`config.mk`:
```
export PLATFORM = sky130hd
export DESIGN_NAME = llc_bus_master
export DESIGN_NICKNAME = d
export VERILOG_FILES = /design/src/rtl/llc_bus_master_pkg.sv /design/src/rtl/llc_bus_master_fifo.sv /design/src/rtl/llc_bus_master.sv
export SDC_FILE = /design/constraint.sdc
export NUM_CORES = 1
export LEC_CHECK = 0
export ABC_AREA = 0
export BUFFER_PORTS_ARGS = -buffer_cell sky130_fd_sc_hd__buf_2
export CAP_MARGIN = 10
export CORE_MARGIN = 3
export CORE_UTILIZATION = 25
export DETAILED_ROUTE_END_ITERATION = 10
export HOLD_SLACK_MARGIN = 0.08
export MAX_ROUTING_LAYER = met4
export PLACE_DENSITY = 0.43
export SLEW_MARGIN = 10
export SYNTH_ARGS = -nofsm -noshare
export SYNTH_HDL_FRONTEND = slang
export SYNTH_SLANG_ARGS = --single-unit
```
`constraint.sdc`:
```
create_clock -name clk -period 4.9 [get_ports clk]
set_clock_uncertainty 0.15 [all_clocks]
set_input_delay 0.245 -clock clk [delete_from_list [all_inputs] [get_ports clk]]
set_output_delay 0.245 -clock clk [all_outputs]
set_load 0.005 [all_outputs]
```
`src/rtl/llc_bus_master_pkg.sv`:
```
// Shared bus types for the LLC bus master: operations, bus message, snoop
// results, sequencer states and the pairwise snoop-combine helper.
package pkg_bus;

    typedef enum logic [2:0] {
        BUS_NONE       = 3'b000,
        BUS_READ       = 3'b001,
        BUS_RWIM       = 3'b010,
        BUS_INVALIDATE = 3'b011,
        BUS_WRITE      = 3'b100
    } bus_operation_e;

    typedef enum logic [1:0] {
        SNOOP_NOHIT = 2'b00,
        SNOOP_HIT   = 2'b01,
        SNOOP_HITM  = 2'b10,
        SNOOP_RSVD  = 2'b11
    } snoop_result_e;

    typedef struct packed {
        bus_operation_e operation;
        logic [31:0]    address;
        logic [3:0]     cache_id;
    } bus_msg_st;

    typedef struct packed {
        bus_operation_e op;
        logic [31:0]    addr;
    } req_entry_st;

    typedef enum logic [2:0] {
        ST_IDLE,
        ST_ARB,
        ST_ISSUE,
        ST_SNOOP,
        ST_RESP
    } bus_state_e;

    // HITM dominates HIT; anything else, including the reserved code, is NOHIT.
    function automatic snoop_result_e snoop_combine(input snoop_result_e a,
                                                    input snoop_result_e b);
        snoop_result_e r;
        if (a == SNOOP_HITM || b == SNOOP_HITM)
            r = SNOOP_HITM;
        else if (a == SNOOP_HIT || b == SNOOP_HIT)
            r = SNOOP_HIT;
        else
            r = SNOOP_NOHIT;
        return r;
    endfunction

    function automatic logic is_legal_op(input logic [2:0] op);
        return (op >= 3'd1) && (op <= 3'd4);
    endfunction

endpackage

```
`src/rtl/llc_bus_master_fifo.sv`:
```
// Request FIFO for the LLC bus master: power-of-two depth, count-based
// full/empty, pointers wrap naturally.
module llc_bus_req_fifo
    import pkg_bus::*;
#(
    parameter int unsigned DEPTH = 4
) (
    input  logic        clk,
    input  logic        rst,
    input  logic        i_push,
    input  req_entry_st i_din,
    input  logic        i_pop,
    output req_entry_st o_dout,
    output logic        o_full,
    output logic        o_empty
);

    localparam int unsigned AW = $clog2(DEPTH);
    localparam logic [AW:0] FULL_CNT = (AW+1)'(DEPTH);

    req_entry_st     r_mem [DEPTH];
    logic [AW-1:0]   r_wptr;
    logic [AW-1:0]   r_rptr;
    logic [AW:0]     r_count;
    logic            w_push;
    logic            w_pop;

    assign o_full  = (r_count == FULL_CNT);
    assign o_empty = (r_count == '0);
    assign w_push  = i_push && !o_full;
    assign w_pop   = i_pop && !o_empty;
    assign o_dout  = r_mem[r_rptr];

    always_ff @(posedge clk) begin
        if (w_push)
            r_mem[r_wptr] <= i_din;
    end

    always_ff @(posedge clk or posedge rst) begin
        if (rst) begin
            r_wptr  <= '0;
            r_rptr  <= '0;
            r_count <= '0;
        end else begin
            if (w_push)
                r_wptr <= r_wptr + 1'b1;
            if (w_pop)
                r_rptr <= r_rptr + 1'b1;
            if (w_push && !w_pop)
                r_count <= r_count + 1'b1;
            else if (w_pop && !w_push)
                r_count <= r_count - 1'b1;
        end
    end

endmodule

```
`src/rtl/llc_bus_master.sv`:
```
// LLC bus-side request sequencer: FIFO, arbitration, issue, snoop collect, response.
// Define BUS_TRACE_EN for simulation-only trace output of issued/completed ops.
module llc_bus_master
    import pkg_bus::*;
#(
    parameter logic [3:0]  CACHE_ID   = 4'h0,
    parameter int unsigned FIFO_DEPTH = 4,
    parameter int unsigned SNOOP_WAIT = 2,
    parameter int unsigned NUM_PEERS  = 3
) (
    input  logic                   clk,
    input  logic                   rst,
    input  logic                   req_valid,
    output logic                   req_ready,
    input  logic [2:0]             req_op,
    input  logic [31:0]            req_addr,
    output logic                   bus_req,
    input  logic                   bus_gnt,
    output logic                   bus_valid,
    output logic [38:0]            bus_msg,
    input  logic [2*NUM_PEERS-1:0] snoop_in,
    output logic                   rsp_valid,
    output logic [2:0]             rsp_op,
    output logic [31:0]            rsp_addr,
    output logic [1:0]             rsp_snoop,
    output logic                   busy
);

    localparam int unsigned CW = (SNOOP_WAIT > 1) ? $clog2(SNOOP_WAIT) : 1;

    bus_state_e     r_state;
    bus_state_e     w_next;
    bus_operation_e r_op;
    logic [31:0]    r_addr;
    snoop_result_e  r_snoop;
    snoop_result_e  w_snoop_comb;
    logic [CW-1:0]  r_cnt;
    bus_msg_st      r_msg;
    req_entry_st    w_din;
    req_entry_st    w_head;
    logic           w_full;
    logic           w_empty;
    logic           w_push;
    logic           w_pop;

    // Illegal ops are handshaken but silently dropped.
    assign req_ready = !w_full;
    assign w_push    = req_valid && req_ready && is_legal_op(req_op);
    assign w_pop     = (r_state == ST_IDLE) && !w_empty;
    assign w_din     = '{op: bus_operation_e'(req_op), addr: req_addr};

    llc_bus_req_fifo #(
        .DEPTH (FIFO_DEPTH)
    ) u_fifo (
        .clk     (clk),
        .rst     (rst),
        .i_push  (w_push),
        .i_din   (w_din),
        .i_pop   (w_pop),
        .o_dout  (w_head),
        .o_full  (w_full),
        .o_empty (w_empty)
    );

    always_comb begin
        w_snoop_comb = SNOOP_NOHIT;
        for (int unsigned i = 0; i < NUM_PEERS; i++)
            w_snoop_comb = snoop_combine(w_snoop_comb, snoop_result_e'(snoop_in[2*i +: 2]));
    end

    always_ff @(posedge clk or posedge rst) begin
        if (rst)
            r_state <= ST_IDLE;
        else
            r_state <= w_next;
    end

    always_comb begin
        w_next    = r_state;
        bus_req   = 1'b0;
        bus_valid = 1'b0;
        rsp_valid = 1'b0;
        case (r_state)
            ST_IDLE: begin
                if (!w_empty)
                    w_next = ST_ARB;
            end
            ST_ARB: begin
                bus_req = 1'b1;
                if (bus_gnt)
                    w_next = ST_ISSUE;
            end
            ST_ISSUE: begin
                bus_req   = 1'b1;
                bus_valid = 1'b1;
                w_next    = (r_op == BUS_WRITE) ? ST_RESP : ST_SNOOP;
            end
            ST_SNOOP: begin
                bus_req = 1'b1;
                if (r_cnt == '0)
                    w_next = ST_RESP;
            end
            ST_RESP: begin
                rsp_valid = 1'b1;
                w_next    = ST_IDLE;
            end
            default: w_next = ST_IDLE;
        endcase
    end

    // Snoop result is cleared on pop so WRITE, which skips SNOOP, reports NOHIT.
    always_ff @(posedge clk or posedge rst) begin
        if (rst) begin
            r_op    <= BUS_NONE;
            r_addr  <= '0;
            r_snoop <= SNOOP_NOHIT;
            r_cnt   <= '0;
            r_msg   <= '0;
        end else begin
            if (w_pop) begin
                r_op    <= w_head.op;
                r_addr  <= w_head.addr;
                r_snoop <= SNOOP_NOHIT;
            end
            if (r_state == ST_ARB && bus_gnt)
                r_msg <= '{operation: r_op, address: r_addr, cache_id: CACHE_ID};
            if (r_state == ST_ISSUE)
                r_cnt <= CW'(SNOOP_WAIT - 1);
            if (r_state == ST_SNOOP) begin
                if (r_cnt == '0)
                    r_snoop <= w_snoop_comb;
                else
                    r_cnt <= r_cnt - 1'b1;
            end
        end
    end

    assign bus_msg   = r_msg;
    assign rsp_op    = r_op;
    assign rsp_addr  = r_addr;
    assign rsp_snoop = r_snoop;
    assign busy      = (r_state != ST_IDLE) || !w_empty;

`ifdef BUS_TRACE_EN
    always_ff @(posedge clk) begin
        if (!rst) begin
            if (r_state == ST_ISSUE)
                $display("Busop: %0d, Address: %h", r_op, r_addr);
            if (r_state == ST_RESP)
                $display("Busop: %0d, Address: %h, Snoop Result: %0d", r_op, r_addr, r_snoop);
        end
    end
`endif

endmodule

```
-- After elaboration in Yosys (flattened, before gate mapping)
Memory sizes are Yosys's and may differ from the RTL's. A register that Yosys moved wholly into a read port is not among the register bits.
Index checks and enable logic that the tools add are counted.
Widths: inputs -> output; s select.
- add/sub/neg operators: 5
- magnitude comparators: 2
- eq/ne operators: 19
- mux-type cells: 24
- reduce and logical (&&, ||, !) cells: 24
- operators with widths (kind ; count):
    $mux 3 ; 6
    $mux 2 ; 6
    $pmux 3 s4 ; 1
    $mux 1 ; 11
    $eq 2x1->1 const B ; 5
    $eq 2x2->1 const B ; 5
    $eq 3x3->1 const B ; 3
    $logic_and 1x1->1 ; 9
    $eq 3x2->1 const B ; 2
    $logic_not 3->1 ; 2
    $ne 2x2->1 const B ; 3
    $logic_or 1x1->1 ; 5
    $add 2x1->2 const B ; 2
    $logic_not 1->1 ; 4
    $add 3x1->3 const B ; 1
    $eq 3x1->1 const B ; 1
    $ge 3x1->1 const B ; 1
    $le 3x3->1 const B ; 1
    $reduce_and 3->1 ; 1
    $reduce_bool 3->1 ; 1
    $reduce_or 3->1 ; 1
    $sub 3x1->3 const B ; 1
    $reduce_bool 2->1 ; 1
    $sub 1x1->1 const B ; 1
- bits in registers: 48
- memory bits (writable): 140
- bits of input ports: 45
- output and inout bits: 81
- logic and storage cells: 83
- memories: 1
- memories (name ; depth ; width ; rd ports ; clocked after Yosys merged registers in ; wr ports ; line ; source):
    u_fifo.r_mem ; 4 ; 35 ; 1 ; 1 ; 1 ; llc_bus_master_fifo.sv:21 ; req_entry_st r_mem [DEPTH];

-- Longest topological paths before layout
Gate-level depths: netlist of the first run.
- depth in word-level cells: 13
- mapped depth: 11
- mapped depth without buffers: 9

-- Modules after synthesis
Synthesis of the first run repeated with hierarchy kept, for this count alone.
- cell total of the unflattened synthesis: 414
- area total of the unflattened synthesis: 8575.7 µm²
- by module, submodules not included (module ; times used ; cells each ; area an instance (µm²) ; seq. area each (µm²)):
    llc_bus_req_fifo ; 1 ; 219 ; 5539.1 ; 4379.2
    llc_bus_master ; 1 ; 195 ; 3036.7 ; 1901.8

-- Worst setup path before layout of the first run
No wires, ideal clock.
- path type: register to register
- from: register u_fifo.r_count[0]
- to: memory u_fifo.r_mem[0][0] in the netlist's numbering, enable pin
- library setup time: 395 ps
- arrival: 1820 ps
- required time: 4355 ps
- slack: 2535 ps
- stages on the path, launching flop included: 6
- path buffers: 1
- clock period less this slack: 2365 ps
- cells stage by stage: dfrtp_1 nor2_1 nand2_1 and3_1 clkbuf_1 and2_1
- word-level cells in the longest chain between the ends: 7
- ends and longest elaborated chain (element ; line ; source):
    from (decl) ; llc_bus_master_fifo.sv:24 ; logic [AW:0] r_count;
    from (signal assigned) ; llc_bus_master_fifo.sv:50 ; r_count <= r_count + 1'b1;
    from (signal assigned) ; llc_bus_master_fifo.sv:52 ; r_count <= r_count - 1'b1;
    $eq 3x3->1 * ; llc_bus_master_fifo.sv:28 ; assign o_full = (r_count == FULL_CNT);
    $logic_not 1->1 * ; llc_bus_master.sv:47 ; assign req_ready = !w_full;
    via req_ready ; llc_bus_master.sv:14 ; output logic req_ready,
    $logic_and 1x1->1 (2 in a row) ; llc_bus_master.sv:48 ; assign w_push = req_valid && req_ready && is_legal_op(req_op);
    $logic_and 1x1->1 * ; llc_bus_master_fifo.sv:30 ; assign w_push = i_push && !o_full;
    via u_fifo.w_push ; llc_bus_master_fifo.sv:25 ; logic w_push;
    $mux 1 * ; llc_bus_master_fifo.sv:35 ; if (w_push)
    $mux 1 (implied by the code) * ; llc_bus_master_fifo.sv:36 ; r_mem[r_wptr] <= i_din;
    to (decl) ; llc_bus_master_fifo.sv:21 ;
Mark *: on every way through the listed nets, which the timed path passes. The rest lies on a longest branch.

-- Worst setup path in the final report of the first run
- from: register r_state[2]
- to: register r_msg, in the netlist bus_msg[10]
- word-level cells in the longest chain between the ends: 2
- ends and longest elaborated chain (element ; line ; source):
    from (decl) ; llc_bus_master.sv:31 ; bus_state_e r_state;
    from (signal assigned) ; llc_bus_master.sv:75 ; r_state <= w_next;
    $eq 3x1->1 ; llc_bus_master.sv:125 ; if (r_state == ST_ARB && bus_gnt)
    $logic_and 1x1->1 ; llc_bus_master.sv:125 ;
    to (signal assigned) ; llc_bus_master.sv:126 ; r_msg <= '{operation: r_op, address: r_addr, cache_id: CACHE_ID};
    to (decl) ; llc_bus_master.sv:38 ; bus_msg_st r_msg;
No other way between the ends.
A chain may end at the register's enable or synchronous reset.

==> results by stage, run 1 <==
Outcome:
- The run finished with clean final reports.

Placement:
- Detailed placement finished with a half-perimeter wire length of 11,600 um.
- Buffers placed on the I/O ports in this run total ~120.
- The global placement routability congestion is 0.703.
- The cell total after placement is approximately 970.
- Before CTS, the worst setup slack after placement is 2200 ps.

STA:
- Static timing analysis puts the maximum clock frequency at roughly 380 MHz.
- Setup slack closes at approximately 2300 ps.
- The worst max-slew margin expressed relative to the limit is around 26%.
- The slew at the pin closest to its max-slew limit is ~1100 ps.
- The clock period minus final worst setup slack is between 2000 and 3000 ps.
- The number of hold-slack violations in the final timing report came to 0.
- Setup repair after global routing left no endpoint under its margin.
- The final number of max-transition violations is 0.
- After layout, the worst path uses a little over half of the clock period.
- The sum of negative setup slack is 0 ps.
- The count of endpoints failing setup in the final report is 0.

Cells and area:
- The multi-input combinational cell area is 2100 um2.
- The filler cell count in the final layout is ~3,300.
- For this run, the number of standard cells in the final layout without fillers is 1,060.
- The sequential cell area is between 6000 and 7000 um2.
- In the final layout, the share of cells above drive strength 1 is between 40% and 50%.
- The area growth from synthesis to layout is 27.7%.
- After the last flow step, the layout net total stands at 642.

Synth:
- In this run the cell area of the synthesized design comes to approximately 8500 um2.
- For this run, the register share of the synthesized area comes to between 70 and 80%.
- The largest total area in the synthesized netlist belongs to sky130_fd_sc_hd__edfxtp_1.
- The average instance in the mapped netlist occupies between 20 and 25 um2.
- In this run the biggest area consumer among cell types represents between 40% and 50% of the synthesized area.
- The share of async-settable or async-resettable flops after synthesis is a little under two fifths.
- The synthesized design contains 223 register bits.
- The synthesized design contains 140 enable-type register cells.
- The primary flip-flop cell chosen by synthesis mapping is sky130_fd_sc_hd__edfxtp_1.
- For this run, the number of Yosys warnings is 0.
- After synthesis, the cell types taking the most area are sky130_fd_sc_hd__edfxtp_1, sky130_fd_sc_hd__dfrtp_1, sky130_fd_sc_hd__mux2_2.
- Yosys mapped the design onto 34 distinct sky130hd cell types.
- The synthesized instance count is around 410.

Floorplanning:
- The floorplan has 67 rows.
- The number of placed I/O pins is around 130.
- The die covers 36,400 um2.
- The effective utilization at floorplan is 25.4%.
- The die width is approximately 190 um.
- The core region is between 30,000 and 40,000 um2.
- From bottom edge to top edge, the die measures between 150 and 200 um.

Worst setup path:
- The endpoint class of the critical path is a register.
- For the worst setup path, the data required time is roughly 5100 ps.
- The critical path starts at r_state[2]$_DFFE_PP0P_.
- The worst register-to-register path begins at r_state[2]$_DFFE_PP0P_.
- The worst setup path is launched from a register.
- The critical path goes through nor4bb_4, buf_4, mux2_2.
- The worst register-to-register path has a depth of 3.
- The reg-to-reg critical path endpoint is bus_msg[10]$_DFFE_PP0P_.
- Of all nets on the critical path, the largest fanout is 22.
- The largest individual stage delay along the critical path comes from the cell sky130_fd_sc_hd__nor4bb_4.
- The critical path ends at bus_msg[10]$_DFFE_PP0P_.
- At the worst endpoint, the arrival time is 2860 ps.
- The category of the most critical setup path is reg -> reg.
- The register-to-register setup slack is 2280 ps.
- The delay of the slowest critical-path stage is 990 ps.

Global route:
- The maximum number of pins on one net before global-route repair is 56.
- The initial antenna violation count is 1.
- Summed over all layers, the global routing overflow is 0.
- The first global-routing pass estimated around 28,000 um of wire.
- The via count of the first global-routing pass came to between 4,000 and 5,000.
- The total routing resource utilization after global routing is 10.4%.

Power and ir drop:
- The leakage power summed over all cells is between 4 and 5 nW.
- In this run the power density over the cells is 612 nW/um2.
- VDD sags by at most roughly 0.00025 V.

CTS:
- For this design, the sink count on the clock tree is 223.
- The TritonCTS buffer count is 26.
- TritonCTS built the clock tree.
- CTS built an H-tree with a depth of 1.
- The clock passes through at most 3 buffers.
- Clock-pin slew was measured on the worst setup and hold paths at about 60 ps.
- CTS placed an instance of sky130_fd_sc_hd__clkbuf_16 at the clock tree root.
- The clock reaches the later pin of the worst-skew pair after between 500 and 600 ps.

Run:
- Across the run, the number of max-cap violations was 0.

Routing:
- Using the TritonRoute via totals, the vias-per-cell ratio works out to just over 4.
- In the routed design, unresolved DRC markers number 0.
- The final routed wire length divided by cell count is 17.4 um.
- After detailed routing, the total wire length is between 15,000 and 20,000 um.
- The pre-antenna-repair detailed-routing pass consisted of 4 iterations.
- The routed via count is 4,359.
- The post-route antenna net violation count is 0.
- The first routing iteration left 228 violations.

Hold path:
- The min-delay analysis places its worst path in the category in -> async.
[worst min path at each step]
stage,startpoint,slack (ps),endpoint,depth (start not counted)
floorplan,req_addr[0],190,u_fifo.r_mem[0][0]$_DFFE_PP_,0
global placement,rst,120,bus_msg[27]$_DFFE_PP0P_,2
detailed placement,rst,110,bus_msg[12]$_DFFE_PP0P_,2
CTS,rst,130,bus_msg[12]$_DFFE_PP0P_,3
global route,rst,140,bus_msg[12]$_DFFE_PP0P_,3
finish,rst,130,bus_msg[12]$_DFFE_PP0P_,3
[cells in the mapped netlist (5+ instances only)]
library cell,count
sky130_fd_sc_hd__inv_1,7
sky130_fd_sc_hd__edfxtp_1,140
sky130_fd_sc_hd__buf_6,6
sky130_fd_sc_hd__buf_4,8
sky130_fd_sc_hd__dfrtp_1,83
sky130_fd_sc_hd__nor2_1,9
sky130_fd_sc_hd__mux4_1,6
sky130_fd_sc_hd__and2_1,5
sky130_fd_sc_hd__mux4_2,29
sky130_fd_sc_hd__ha_1,5
sky130_fd_sc_hd__mux2_2,63
sky130_fd_sc_hd__mux2_4,10
sky130_fd_sc_hd__nand2_1,5
[report_power, final]
group	switching (mW)	leakage (nW)	total, mW	internal [mW]
Clock	0.717	0.429	1.90	1.18
Sequential	0.439	2.25	2.95	2.52
Combinational	0.724	1.46	1.82	1.10
Total	1.88	4.14	6.68	4.79
[stage by stage]
step	instance area, um2	hold slack [ps]	utilization (%)	power [mW]
finish	10900	125	32.4	6.68
global placement	9610	116	28.6	4.82
CTS	10900	127	32.4	6.84
floorplan	8550	194	-	4.15
detailed placement	9610	114	28.6	4.86
global route	10900	145	32.4	7.10
[registers in the layout, indices dropped and copies added (netlist names)]
register	flops
bus_msg	35
r_cnt	1
r_state	3
rsp_addr	32
rsp_op	3
rsp_snoop	2
u_fifo.r_count	3
u_fifo.r_mem	140
u_fifo.r_rptr	2
u_fifo.r_wptr	2
[critical path: cells and delay by family, from the launching register on]
family	cells	cell delay, ps
buffers and inverters	1	510
DFF	1	460
muxes	1	380
and+or+nand+nor	1	990
[area by class of cell]
type | count | area share (%)
multi-input combinational | 166 | 19.3
antenna | 1 | 0.0229
sequential | 223 | 57.6
tap | 448 | 5.14
inverter | 7 | 0.264
clock inverter | 7 | 0.528
timing repair buffer | 167 | 9.70
clock buffer | 41 | 7.42
[layer usage]
layer	vias to the layer above	part of all wire [%]	track usage, %
met3	26	5.4	2.30
met2	109	48	16.9
li1	1967	-	-
met1	2257	45	13.5
met4	0	1.7	2.20
met5	-	0	-
[cell usage in the layout, fill, tap and decap left out, drive strengths merged, types with 3 or more instances in the layout]
| master | n |
|---|---|
| edfxtp | 140 |
| buf | 124 |
| dfrtp | 83 |
| mux2 | 73 |
| dlygate4sd3 | 43 |
| clkbuf | 41 |
| mux4 | 35 |
| nor2 | 9 |
| inv | 7 |
| clkinv | 6 |
| nand2 | 5 |
| ha | 5 |
| and2 | 5 |
| xnor2 | 4 |
| conb | 4 |
| nand2b | 3 |
| xor2 | 3 |
| nor2b | 3 |
[kinds of logic (layout without fill, tap and decap cells)]
kind of cell               count (synthesis)  count (layout)  synth area share (%)
buffers and inverters                     28             222                  2.17
DFF                                      223             223                  73.6
adders and majority gates                  6               6                 0.967
other                                      1               5                0.0439
and+or+nand+nor                           30              30                  2.04
muxes                                    108             108                  19.6
AOI/OAI and AO/OA                         11              11                 0.953
xor gates and xnor gates                   7               7                 0.718
[repair_timing]
item / 4_1_cts / 5_1_grt
hold buffers: 43 / 0
buffers inserted: 0 / 0
resized for setup: 0 / 0
hold endpoints to repair: 172 / 0
Power figures use the tool's default switching activity.
==> run 2: changes to the inputs <==
--- a/config.mk
+++ b/config.mk
@@ -5,7 +5,7 @@
 export SDC_FILE = /design/constraint.sdc
 export NUM_CORES = 1
 export LEC_CHECK = 0
-export ABC_AREA = 0
+export ABC_AREA = 1
 export BUFFER_PORTS_ARGS = -buffer_cell sky130_fd_sc_hd__buf_2
 export CAP_MARGIN = 10
 export CORE_MARGIN = 3
@@ -13,7 +13,7 @@
 export DETAILED_ROUTE_END_ITERATION = 10
 export HOLD_SLACK_MARGIN = 0.08
 export MAX_ROUTING_LAYER = met4
-export PLACE_DENSITY = 0.43
+export PLACE_DENSITY = 0.45
 export SLEW_MARGIN = 10
 export SYNTH_ARGS = -nofsm -noshare
 export SYNTH_HDL_FRONTEND = slang
==> constraint.sdc (replaced) <==
create_clock -name clk -period 2.1 [get_ports clk]
set_clock_uncertainty 0.15 [all_clocks]
set_input_delay 0.105 -clock clk [delete_from_list [all_inputs] [get_ports clk]]
set_output_delay 0.105 -clock clk [all_outputs]
set_load 0.005 [all_outputs]
==> run 2 against run 1 <==
Effect of this change:
- critical path depth up 10
- worst hold slack worse by 36 ps
- die area rose by 3.7%
- sequential share of layout area fell by 3.2 points
- non-clock buffer count grew 28
- register-to-register slack got worse by 2100 ps
- sequential power rose by 120%
- synthesized cell count is 100% higher
- core utilization rose by 0.84 points
- first-iteration DRC count increased by 73%
- largest power group unchanged
- highest routed layer unchanged
==> results by stage, run 2 <==
Outcome:
- The run finished with clean final reports.

CTS:
- After clock tree synthesis, the clock-pin slew on the worst setup and hold paths is 60 ps.
- CTS placed an instance of sky130_fd_sc_hd__clkbuf_16 at the clock tree root.
- In this run the number of H-tree levels came out at 1.
- The clock tree from TritonCTS is yes.
- The clock passes through at most 3 buffers.
- For the worst-skew pair, the clock arrives at the later sink with an insertion delay of ~500 ps.
- The TritonCTS buffer count is 25.
- Clock tree synthesis found a total of ~220 sinks.

Hold path:
- The path class of the tightest hold or removal check is in -> async.

STA:
- Setup repair after global routing left no endpoint under its margin.
- Timing would allow up to between 500 and 600 MHz.
- The number of hold-slack violations in the final timing report is 0.
- The count of endpoints failing setup in the final report is 0.
- The final cycle utilization of the critical path is between 90 and 100%.
- The final number of max-transition violations is 0.
- On the final layout, the worst hold slack is 89.0 ps.
- Summed over all failing endpoints, the final setup total negative slack is 0 ps.
- The worst path needs between 1500 and 2000 ps of the cycle, external delays included.

Power and ir drop:
- The power density normalized to cell area is between 1000 and 1500 nW/um2.
- The worst-case IR drop observed on VDD is 0.000738 V.
- Summed over all cells, the static leakage comes to roughly 5 nW.
- Overall power consumption after layout is estimated at 16.6 mW.

Global route:
- Entering global routing, the biggest net connects 84 pins.
- The total routing resource utilization after global routing is 12.3%.
- After global routing the overflow that remains totals 0.
- The first global-routing pass estimated between 30,000 and 40,000 um of wire.
- The initial antenna violation count is 4.
- The via count of the first global-routing pass is 5,952.

Synth:
- A synthesized cell averages around 11 um2.
- Counting flops with a built-in enable in the synthesized netlist gives 140.
- In the synthesized netlist the async set-or-reset flop fraction comes to 37.2%.
- Yosys instantiated no cell more often than sky130_fd_sc_hd__nand2_1.
- Ranked by total cell area, the synthesized netlist is headed by sky130_fd_sc_hd__edfxtp_1, sky130_fd_sc_hd__dfrtp_1, sky130_fd_sc_hd__nand2_1.
- The top-area cell type share of the netlist area is around 47%.
- The total standard cell area after synthesis is just under 9000 um2.
- The netlist uses 25 different library cells.
- Sequential elements use about 71% of the synthesized area.
- The primary flip-flop cell chosen by synthesis mapping is sky130_fd_sc_hd__edfxtp_1.
- After synthesis the netlist holds a flip-flop and latch count of 223.
- The Yosys step of the flow raised 0 warnings.
- Counting every instance in the synthesized netlist gives roughly 830.
- sky130_fd_sc_hd__edfxtp_1 takes more of the synthesized area than any other cell.
- Sorting the synthesized cells by how often they occur yields sky130_fd_sc_hd__nand2_1, sky130_fd_sc_hd__nor2_1, sky130_fd_sc_hd__edfxtp_1, sky130_fd_sc_hd__dfrtp_1, sky130_fd_sc_hd__o21ai_0.

Routing:
- In this run the remaining antenna-violating nets after routing total 0.
- Before antenna repair, the detailed router went through 4 iterations.
- The detailed router placed around 6,000 vias in this run.
- For this block, the initial DRC count from the detailed router was between 300 and 400.
- Dividing the detail-routed via count by the number of cells gives 4.07.
- Summed over all layers, the routed wires come to about 23,000 um.
- The remaining design rule violation count is 0.
- Dividing the detail-routed wire length by the instance count gives roughly 15 um.

Worst setup path:
- Of all nets on the critical path, the largest fanout is 5.
- The last element of the critical path is u_fifo.r_count[2]$_DFFE_PP0P_.
- The most critical setup path has its startpoint at req_op[0].
- The source of the worst register-to-register timing path is u_fifo.r_count[2]$_DFFE_PP0P_.
- STA classifies the critical path startpoint as an input port.
- At the worst endpoint, the arrival time is about 2200 ps.
- For the worst setup path, the data required time is 2340 ps.
- The register-to-register setup slack is 150 ps.
- The worst setup path is captured at a register.
- The category of the most critical setup path is in -> reg.
- The worst register-to-register path has a depth of 9.
- The reg-to-reg critical path endpoint is u_fifo.r_count[2]$_DFFE_PP0P_.

Cells and area:
- Cells fill between 30 and 40% of the core in the end.
- For this run, the number of standard cells in the final layout without fillers is about 1,500.
- The post-layout net count is roughly 1,100.
- The library cell used most frequently in the layout, excluding fill and tap cells, is sky130_fd_sc_hd__nand2_1.
- The register with the most flip-flops in the layout has 140 of them.
- The top cell types in the final layout, fill and taps aside, are sky130_fd_sc_hd__nand2_1, sky130_fd_sc_hd__nor2_1, sky130_fd_sc_hd__edfxtp_1.
- Of the cells placed in the final design, the portion with a size suffix greater than 1 is ~20%.
- The post-synthesis to final-layout area growth is 30.4%.
- Ranked by flip-flop count, first place goes to u_fifo.r_mem.

Placement:
- The global placement routability congestion is around 0.77.
- Detailed placement ended at an HPWL of between 10,000 and 15,000 um.
- The cell total after placement is 1,393.
- The count of buffers inserted at the top-level ports is approximately 120.

Floorplanning:
- The die width is around 190 um.
- The die footprint is about 38,000 um2.
- The core region is about 35,000 um2.
- The effective utilization at floorplan is 25.5%.
- The row count is 68.
- In this run the count of I/O pins placed on the die edge is roughly 130.
- In this run the vertical extent of the chip is 194 um.

Run:
- The max-capacitance violation count is 0.
## run 2: logic make-up (layout without fill, tap and decap cells)
logic type,after synthesis,after routing,share of synthesized area [%]
AO/OA/AOI/OAI,82,82,4.66
XOR/XNOR,4,4,0.395
buffers and inverters,71,267,3.57
flip-flops,223,223,70.8
AND/OR/NAND/NOR,441,441,19.6
other,1,8,0.0423
adder cells (fa/ha/maj),6,6,0.931
## run 2: routing by layer
layer | vias up | GRT usage, % | wire length, um
li1 | 3094 | - | -
met1 | 2808 | 17.9 | 11700
met2 | 125 | 17.7 | 9860
met3 | 21 | 2.77 | 1170
met4 | 0 | 2.37 | 269
met5 | - | - | 0
## run 2: how the worst min path moves through the flow
stage,from,endpoint,cells after the start
floorplan,req_addr[0],u_fifo.r_mem[0][0]$_DFFE_PP_,0
global placement,rst,bus_msg[4]$_DFFE_PP0P_,3
detailed placement,rst,bus_msg[4]$_DFFE_PP0P_,3
global route,rst,bus_msg[32]$_DFFE_PP0P_,4
finish,rst,bus_msg[4]$_DFFE_PP0P_,4
CTS,rst,rsp_addr[1]$_DFFE_PP0P_,4
## run 2: repair_timing
item                                    4_1_cts  5_1_grt
endpoints found under the hold margin       260        0
endpoints found under the setup margin        0        4
hold buffers                                 44        0
gates resized for setup                       0        6
setup buffers                                 0        1
## run 2: area by class of cell
class	instances	area [um2]
antenna	4	10.0
clock inverter	14	194
tap	455	569
fill	3584	23200
timing repair buffer	195	1410
sequential	223	6280
clock buffer	30	644
inverter	28	109
multi-input combinational	537	2340
## run 2: through the flow
step / worst slack [ps] / cell area, um2
2_1_floorplan: -220 / 8900
3_3_place_gp: 18.6 / 10200
3_5_place_dp: 52.7 / 10200
4_1_cts: 37.8 / 11500
5_1_grt: 0.409 / 11600
6_report: 133 / 11600
## run 2: power by group
part / leakage (nW) / internal [mW] / switching [mW]
sequential: 2.30 / 5.77 / 0.611
combinational: 2.28 / 2.11 / 3.67
clock: 0.411 / 2.79 / 1.69
## run 2: critical path: stages
cell,delay (ps)
sky130_fd_sc_hd__dlygate4sd3_1,560
sky130_fd_sc_hd__buf_2,170
sky130_fd_sc_hd__nor2_4,100
sky130_fd_sc_hd__xnor2_2,120
sky130_fd_sc_hd__buf_4,160
sky130_fd_sc_hd__nand2_2,50
sky130_fd_sc_hd__inv_1,50
sky130_fd_sc_hd__ha_1,130
sky130_fd_sc_hd__inv_1,50
sky130_fd_sc_hd__fa_1,370
sky130_fd_sc_hd__a21oi_1,120
sky130_fd_sc_hd__o21ai_1,90
sky130_fd_sc_hd__xor2_1,140
